**src/rtl/minute_hour_counter.sv**
```systemverilog
// minute_hour_counter: minutes/hours timekeeper with a three-state load path.
module minute_hour_counter #(
    parameter bit H24 = 1'b1
) (
    input  logic       clk,
    input  logic       reset,
    input  logic       sec_rollover,
    input  logic       set_valid,
    input  logic [5:0] set_minutes,
    input  logic [4:0] set_hours,
    input  logic       set_pm,
    output logic       set_ready,
    output logic [5:0] minutes,
    output logic [4:0] hours,
    output logic       pm,
    output logic       hour_rollover,
    output logic       day_rollover,
    output logic       set_error
);
    typedef enum logic [1:0] {IDLE, CHECK, COMMIT} state_t;
    state_t     r_state, w_next;
    logic [5:0] r_hold_min, r_min;
    logic [4:0] r_hold_hr, r_hr, w_hr_next;
    logic       r_hold_pm, r_pm, r_hr_roll, r_day_roll, r_err;
    logic       w_valid, w_pm_next, w_day;
    // State register for the load handshake.
    always_ff @(posedge clk) begin
        if (reset) r_state <= IDLE;
        else r_state <= w_next;
    end
    // Next state, load validity and the hour-wrap arithmetic.
    always_comb begin
        w_next    = r_state == IDLE ? (set_valid ? CHECK : IDLE) : r_state == CHECK ? COMMIT : IDLE;
        set_ready = r_state == IDLE;
        w_valid   = r_hold_min <= 6'd59 && (H24 ? r_hold_hr <= 5'd23 : (r_hold_hr >= 5'd1 && r_hold_hr <= 5'd12));
        w_hr_next = H24 ? (r_hr >= 5'd23 ? 5'd0 : r_hr + 5'd1) : (r_hr >= 5'd12 ? 5'd1 : r_hr + 5'd1);
        w_pm_next = !H24 && (r_hr == 5'd11 ? !r_pm : r_pm);
        w_day     = H24 ? r_hr >= 5'd23 : (r_hr == 5'd11 && r_pm);
    end
    // Capture the requested time when a load is accepted.
    always_ff @(posedge clk) begin
        if (reset) begin
            r_hold_min <= '0;
            r_hold_hr  <= '0;
            r_hold_pm  <= 1'b0;
        end else if (set_valid && set_ready) begin
            r_hold_min <= set_minutes;
            r_hold_hr  <= set_hours;
            r_hold_pm  <= set_pm;
        end
    end
    // Error is registered at the end of CHECK so it is visible during COMMIT only.
    always_ff @(posedge clk) begin
        if (reset) r_err <= 1'b0;
        else r_err <= r_state == CHECK && !w_valid;
    end
    // Timekeeping: a commit overrides (and swallows) a coincident sec_rollover.
    always_ff @(posedge clk) begin
        if (reset) begin
            r_min      <= '0;
            r_hr       <= H24 ? 5'd0 : 5'd12;
            r_pm       <= 1'b0;
            r_hr_roll  <= 1'b0;
            r_day_roll <= 1'b0;
        end else begin
            r_hr_roll  <= 1'b0;
            r_day_roll <= 1'b0;
            if (r_state == COMMIT) begin
                if (w_valid) begin
                    r_min <= r_hold_min;
                    r_hr  <= r_hold_hr;
                    r_pm  <= !H24 && r_hold_pm;
                end
            end else if (sec_rollover) begin
                if (r_min >= 6'd59) begin
                    r_min      <= '0;
                    r_hr       <= w_hr_next;
                    r_pm       <= w_pm_next;
                    r_hr_roll  <= 1'b1;
                    r_day_roll <= w_day;
                end else begin
                    r_min <= r_min + 6'd1;
                end
            end
        end
    end
    assign minutes       = r_min;
    assign hours         = r_hr;
    assign pm            = r_pm;
    assign hour_rollover = r_hr_roll;
    assign day_rollover  = r_day_roll;
    assign set_error     = r_err;
endmodule

```
**config.mk**
```make
export PLATFORM = sky130hd
export DESIGN_NAME = minute_hour_counter
export DESIGN_NICKNAME = d
export VERILOG_FILES = /design/src/rtl/minute_hour_counter.sv
export SDC_FILE = /design/constraint.sdc
export NUM_CORES = 1
export LEC_CHECK = 0
export BUFFER_PORTS_ARGS = -buffer_cell sky130_fd_sc_hd__buf_4
export CAP_MARGIN = 40
export CORE_MARGIN = 2
export CORE_UTILIZATION = 45
export DETAILED_ROUTE_END_ITERATION = 12
export PLACE_DENSITY = 0.72
export REMOVE_ABC_BUFFERS = 1
export SKIP_CTS_REPAIR_TIMING = 1
export SYNTH_ARGS = -nofsm -noshare
export SYNTH_HDL_FRONTEND = slang
export SYNTH_SLANG_ARGS = --single-unit
```
**constraint.sdc**
```tcl
create_clock -name clk -period 1.6 [get_ports clk]
set_clock_uncertainty 0.15 [all_clocks]
set_input_delay 0.48 -clock clk [delete_from_list [all_inputs] [get_ports clk]]
set_output_delay 0.48 -clock clk [all_outputs]
set_load 0.02 [all_outputs]
```
=== Word level (Yosys, flattened, before mapping) ===
Cells that the tools add are included.

* Bitwise logic cells: 2
* Equality and inequality tests: 3
* Magnitude comparators: 4
* Reduce and logical (&&, ||, !) cells: 11
* Shifts and indexed selects: 0
* Add/subtract/negate cells: 2
* Divide/modulo/power cells: 0
* Mux-type cells: 17
* Multipliers: 0

{| class="wikitable"
|+ Operator list
! kind !! count
|-
| 5-bit 2-to-1 mux || 5
|-
| 6-bit 2-to-1 mux || 4
|-
| 6-bit by 1-bit adder with 6-bit output, second input constant || 1
|-
| 6-bit >= comparator, second input constant || 1
|-
| 6-bit <= comparator, second input constant || 1
|-
| 1-bit 2-to-1 mux || 6
|-
| 5-bit by 1-bit adder with 5-bit output, second input constant || 1
|-
| 5-bit >= comparator, second input constant || 1
|-
| 5-bit <= comparator, second input constant || 1
|-
| 2-bit 2-to-1 mux || 2
|-
| 2-bit nonzero test || 2
|-
| 4-bit OR reduction || 1
|-
| 1-bit logical AND || 3
|-
| 3-bit AND reduction || 1
|-
| 3-bit OR reduction || 1
|-
| 2-bit by 1-bit == test with 1-bit output, second input constant || 1
|-
| 2-bit == test, second input constant || 1
|-
| 2-bit logical NOT || 1
|-
| 2-bit inequality test, second input constant || 1
|-
| 1-bit inverter || 2
|-
| 2-bit AND reduction || 1
|-
| 1-bit logical NOT || 1
|}

* Input bits: 16
* ROM bits: 0
* Output and inout port bits: 16
* Register bits: 28
* Latch bits: 0
* Memories kept: 0
* Memory bits (writable): 0
* Word-level logic and storage cells: 48

=== Longest topological paths before layout ===
Gate-level depths: netlist (run 1).

* Depth after elaboration: 5
* Depth in mapped cells: 6
* Gate-level depth less buffers: 5

=== Least setup slack after synthesis (run 1) ===
Ideal clock, no wire load.

* Kind: flip-flop to flip-flop
* Start: reg r_min[0], in the netlist minutes[0]
* End: reg r_hr[0], in the netlist hours[0]
* Path buffers: 0
* Setup slack: -0.161 ns
* Period minus slack after synthesis: 1.761 ns
* Stages on the path, launching flop included: 6
* Arrival: 1.478 ns
* Library setup time: 0.133 ns
* Required time: 1.317 ns
* Cell sequence: dfxtp_1 > ha_1 > o2111a_2 > nand3_2 > a222oi_1 > nor3_1

* Longest elaborated chain between the ends: 3

{| class="wikitable"
|+ Ends and longest elaborated chain
! element !! line !! RTL
|-
| start, declared || 22 || <nowiki>logic [5:0] r_hold_min, r_min;</nowiki>
|-
| start signal, assigned || 70 || <nowiki>r_min <= r_hold_min;</nowiki>
|-
| start signal, assigned || 82 || <nowiki>r_min <= r_min + 6'd1;</nowiki>
|-
| 6-bit >= comparator || 75 || <nowiki>if (r_min >= 6'd59) begin</nowiki>
|-
| 2-bit nonzero test (no line) || - ||
|-
| 3-bit AND reduction (no line) || - ||
|-
| end signal, assigned || 61 || <nowiki>r_hr <= H24 ? 5'd0 : 5'd12;</nowiki>
|-
| end signal, assigned || 71 || <nowiki>r_hr <= r_hold_hr;</nowiki>
|-
| end signal, assigned || 77 || <nowiki>r_hr <= w_hr_next;</nowiki>
|-
| end, declared || 23 || <nowiki>logic [4:0] r_hold_hr, r_hr, w_hr_next;</nowiki>
|}

Every way passes these cells.
A chain may end at the register's enable or synchronous reset.

=== Worst setup path after layout (run 1) ===
* Start: reg r_hr[2], in the netlist hours[2]
* End: out hours[2]

{| class="wikitable"
|+ RTL lines
! element !! line !! RTL
|-
| end, declared || 14 || <nowiki>output logic [4:0] hours,</nowiki>
|}

No word-level cell between the ends.

==> results.sh, run 1 <==
export IMPL_cp_end_kind="output port"
export IMPL_ys_async_sr_fraction_pct=0
export IMPL_syn2layout_area_growth_pct=37.7
export IMPL_grt_pass1_wl_mm=5.04
export IMPL_core_area_mm2=0.00278
export IMPL_final_common_cell="buf_4"
export IMPL_finalCritPeriodShare_pct=101
export IMPL_routedWlPerCell_um=13.2
export IMPL_path_common_cell="buf_4"
export IMPL_yosysWarningCount=0
export IMPL_avgViaCountPerCell=5.60
export IMPL_setup_slack_ns=-0.0206
export IMPL_cts_sinks=27
export IMPL_dp_cells=225
export IMPL_power_density_mw_per_mm2=733
export IMPL_final_cell_mix="buf_4, nand2_1, a21oi_1"
export IMPL_stdcell_count=232
export IMPL_cts_max_path_buffers=2
export IMPL_violations="setup timing"
export IMPL_num_antenna_cells=0
export IMPL_tns_ns=-0.0240
export IMPL_drv_slew=0
export IMPL_rows=19
export IMPL_worstSetupPathType="reg -> out"
export IMPL_fmax_mhz=617
export IMPL_timing_hold_violations_final=0
export IMPL_vias=1299
export IMPL_nets=220
export IMPL_drt_initial_drc_count=52
export IMPL_synth_seq_area_share_pct=41.0
export IMPL_root_buffer="clkbuf_4"
export IMPL_cp_top_family="flip-flops"
export IMPL_crit_chain="buf_4, buf_4"
export IMPL_ant_nets=0
export IMPL_setup_viol=2
export IMPL_cp_arrival_ns=0.99
export IMPL_first_global_vias=1184
export IMPL_worst_path_largest_cell_delay_ns=0.37
export IMPL_grt_use_total_pct=19.0
export IMPL_die_x_um=58.1
export IMPL_gr_total_overflow=0
export IMPL_status="finished, violations left"
export IMPL_portBuffers=29
export IMPL_period_minus_slack_ns=1.62
export IMPL_drc_errors=0
export IMPL_yosys_register_bits=27
export IMPL_timing_critical_path_buf_inv=2
export IMPL_wirelength_mm=3.07
export IMPL_worstPathMaxFanout=5
export IMPL_start_util_pct=47.4
export IMPL_fin_area_mm2=0.00182
export IMPL_hp_class="in -> reg"
export IMPL_yosysUniqueCellTypes=45
export IMPL_cap_violations=0
export IMPL_synthesis_area_mm2=0.00132
export IMPL_cts_reportedPaths_clkPinSlew_ns=0.16
export IMPL_die_area_mm2=0.00338
export IMPL_cts_max_level=1
export IMPL_io_pins=32
export IMPL_dpl_cell_area_mm2=0.00164
export IMPL_worstSetupStartpointType="flip-flop"
export IMPL_clock_latency_ns=0.34
export IMPL_grt_max_degree=21
export IMPL_grt_antenna_before_repair=0
export IMPL_dr_pass1_iters=4
export IMPL_drive_above_1_share_pct=40.3
export IMPL_avgSynthCellArea_um2=8.29
export IMPL_die_y_um=58.1
export IMPL_rsz0062_at_grt="yes"
export IMPL_place_hpwl_mm=2.28
export IMPL_ys_flop_type="dfxtp_1"
export IMPL_worst_path_max_delay_cell="dfxtp_1"
export IMPL_vdd_ir_drop_max_v=0.000622
export IMPL_cts_made_buffers=3
export IMPL_synthCells=159
export IMPL_total_leakage_power_uw=0.000730
export IMPL_synth_edff_count=0
export IMPL_cp_required_ns=0.97
export IMPL_power_uw=1330
export IMPL_gp_congestion=0.869
export IMPL_cts_tree="built"
cell type report:
type                    instances  area (um^2)
well taps                      31         38.8
repair buffers                 49          413
fillers                       244          966
clock inverters                 1         7.51
clock buffers                   3         22.5
inverters                       2         7.51
multi-input cells             119          764
flip-flops and latches         27          562
worst min-delay path, stage by stage:
cell and delay, ns:
buf_4 0.11, nand2_1 0.04, a21oi_1 0.05
synthesized netlist by cell type (all sizes together), types with 3 or more instances:
master / instances / area, um^2
a211oi: 3 / 27.5
a21oi: 17 / 85.1
buf: 7 / 52.5
clkbuf: 4 / 15.0
dfxtp: 27 / 541
nand2: 31 / 116
nand2b: 3 / 18.8
nand3: 8 / 45.0
nor2: 10 / 37.5
nor3: 8 / 40.0
o21ai: 5 / 25.0
power by group:
part,internal [uW],switching [uW],total (uW)
registers,707,30.6,738
clock network,95.8,212,308
logic,143,142,285
total,946,384,1330
flip-flops by register name, summed over array words and instances, names as in the netlist:
name	count
minutes	6
r_hold_min	6
hours	5
r_hold_hr	5
r_state	2
day_rollover	1
hour_rollover	1
set_error	1
cell families after synthesis:
kind of cell,Yosys count,share of synthesized area [%]
buffers and inverters,13,5.69
DFF,27,41.0
other,1,0.284
and+or+nand+nor,70,25.6
xor gates and xnor gates,1,0.664
muxes,3,2.37
adders and majority gates,2,1.90
AOI/OAI and AO/OA,42,22.5
final timing paths:
check	startpoint	endpoint	slack, ns	cells after the start
setup / recovery	hours[2]	hours[2]	-0.02	2
hold / removal	set_hours[4]	r_hold_hr[4]	0.22	3
setup reg to reg	minutes[1]	minutes[0]	0	4
hold reg to reg	r_hold_min[0]	r_hold_min[0]	0.34	2
layer usage:
| layer | global-route usage, % | wire (um) | up-vias |
|---|---|---|---|
| li1 | - | - | 651 |
| met1 | 24.8 | 1400 | 593 |
| met2 | 31.7 | 1480 | 51 |
| met3 | 2.01 | 161 | 4 |
| met4 | 7.97 | 27 | 0 |
| met5 | 0 | 0 | - |
through the flow:
stage	utilization (%)	hold WS, ns	setup slack, ns
floorplan	-	0.277	-0.158
global placement	58.8	0.302	0.0158
detailed placement	58.8	0.313	-0.0225
CTS	59.9	0.208	-0.0944
global route	65.3	0.214	-0.0750
finish	65.3	0.216	-0.0206
No activity file was read; power rests on OpenSTA's default activity.
==> inputs of run 2 (changes only) <==
--- a/config.mk
+++ b/config.mk
@@ -10,7 +10,7 @@
 export CORE_MARGIN = 2
 export CORE_UTILIZATION = 45
 export DETAILED_ROUTE_END_ITERATION = 12
-export PLACE_DENSITY = 0.72
+export PLACE_DENSITY = 0.79
 export REMOVE_ABC_BUFFERS = 1
 export SKIP_CTS_REPAIR_TIMING = 1
 export SYNTH_ARGS = -nofsm -noshare
==> results.sh, run 2 (synthesis gave the netlist of run 1 again) <==
export IMPL_drive_above_1_share_pct=40.8
export IMPL_rows=19
export IMPL_gr_total_overflow=0
export IMPL_violations="setup timing"
export IMPL_grt_pass1_wl_mm=5.12
export IMPL_clock_latency_ns=0.34
export IMPL_ant_nets=0
export IMPL_cp_end_kind="output port"
export IMPL_finalCritPeriodShare_pct=101
export IMPL_die_area_mm2=0.00338
export IMPL_power_uw=1330
export IMPL_worstPathMaxFanout=5
export IMPL_final_cell_mix="buf_4, nand2_1, a21oi_1"
export IMPL_vdd_ir_drop_max_v=0.000590
export IMPL_die_x_um=58.1
export IMPL_place_hpwl_mm=2.43
export IMPL_num_fill_cells=226
export IMPL_cts_tree="built"
export IMPL_drt_initial_drc_count=35
export IMPL_grt_antenna_before_repair=0
export IMPL_cap_violations=0
export IMPL_num_antenna_cells=0
export IMPL_cts_sinks=27
export IMPL_dr_pass1_iters=4
export IMPL_setup_viol=3
export IMPL_timing_hold_violations_final=0
export IMPL_cts_max_path_buffers=2
export IMPL_final_common_cell="buf_4"
export IMPL_fmax_mhz=620
export IMPL_syn2layout_area_growth_pct=38.0
export IMPL_cts_made_buffers=3
export IMPL_status="finished, violations left"
export IMPL_total_leakage_power_uw=0.000715
export IMPL_nets=220
export IMPL_drc_errors=0
export IMPL_cts_max_level=1
export IMPL_vias=1339
export IMPL_grt_use_total_pct=19.6
export IMPL_worstSetupPathType="reg -> out"
export IMPL_avgViaCountPerCell=5.77
export IMPL_die_y_um=58.1
export IMPL_io_pins=32
export IMPL_r2r_cells=5
export IMPL_routedWlPerCell_um=14.6
export IMPL_final_seq_area_um2=566
export IMPL_gp_congestion=0.887
export IMPL_dp_cells=225
export IMPL_setup_slack_ns=-0.0137
export IMPL_rsz0062_at_grt="yes"
export IMPL_first_global_vias=1219
export IMPL_cp_required_ns=0.97
export IMPL_tns_ns=-0.0335
export IMPL_grt_max_degree=20
export IMPL_start_util_pct=47.4
export IMPL_stdcell_count=232
export IMPL_root_buffer="clkbuf_4"
export IMPL_power_density_mw_per_mm2=729
export IMPL_drv_slew=0
export IMPL_wirelength_mm=3.39
export IMPL_cp_arrival_ns=0.98
export IMPL_core_area_mm2=0.00278
export IMPL_hp_class="in -> reg"
export IMPL_worstSetupStartpointType="flip-flop"
export IMPL_whs_ns=0.220
export IMPL_multi_input_area_um2=779
export IMPL_whs_path_depth=3
export IMPL_cts_reportedPaths_clkPinSlew_ns=0.14
export IMPL_portBuffers=29
export IMPL_period_minus_slack_ns=1.61
## run 2: area by class of cell
| type | instances | share of cell area [%] |
|---|---|---|
| Multi-Input combinational cell | 119 | 42.8 |
| Sequential cell | 27 | 31.1 |
| Timing Repair Buffer | 49 | 22.1 |
| Tap cell | 31 | 2.13 |
| Clock buffer | 4 | 1.44 |
| Inverter | 2 | 0.413 |
## run 2: worst paths after layout
kind                   from            end  slack [ns]
max                hours[2]       hours[2]       -0.01
min          set_minutes[3]  r_hold_min[3]        0.22
max reg2reg      minutes[0]       hours[2]       -0.01
min reg2reg    r_hold_hr[1]   r_hold_hr[1]        0.32
## run 2: routing by layer
layer	track usage, %	wire, um	vias to the layer above
met5	0	0	-
met4	11.3	72	0
met3	2.68	188	6
met2	33.9	1680	45
met1	23.1	1440	635
li1	-	-	653
## run 2: report_power, final
part	internal, uW	switching [uW]	total (uW)
registers	706	31.2	737
logic	140	146	285
clock network	98.2	205	303
total	944	382	1330
## run 2: worst max-delay path: stages (launching register included)
cell	delay (ns)
dfxtp_1	0.37
buf_4	0.14
buf_4	0.14
## run 2: per-stage QoR
stage               area [um^2]  util, %  worst slack (ns)
finish                     1820     65.4           -0.0137
global route               1820     65.4           -0.0978
CTS                        1660     59.7           -0.0906
detailed placement         1640     58.8           -0.0275
global placement           1640     58.8            0.0187
floorplan                  1250        -            -0.158
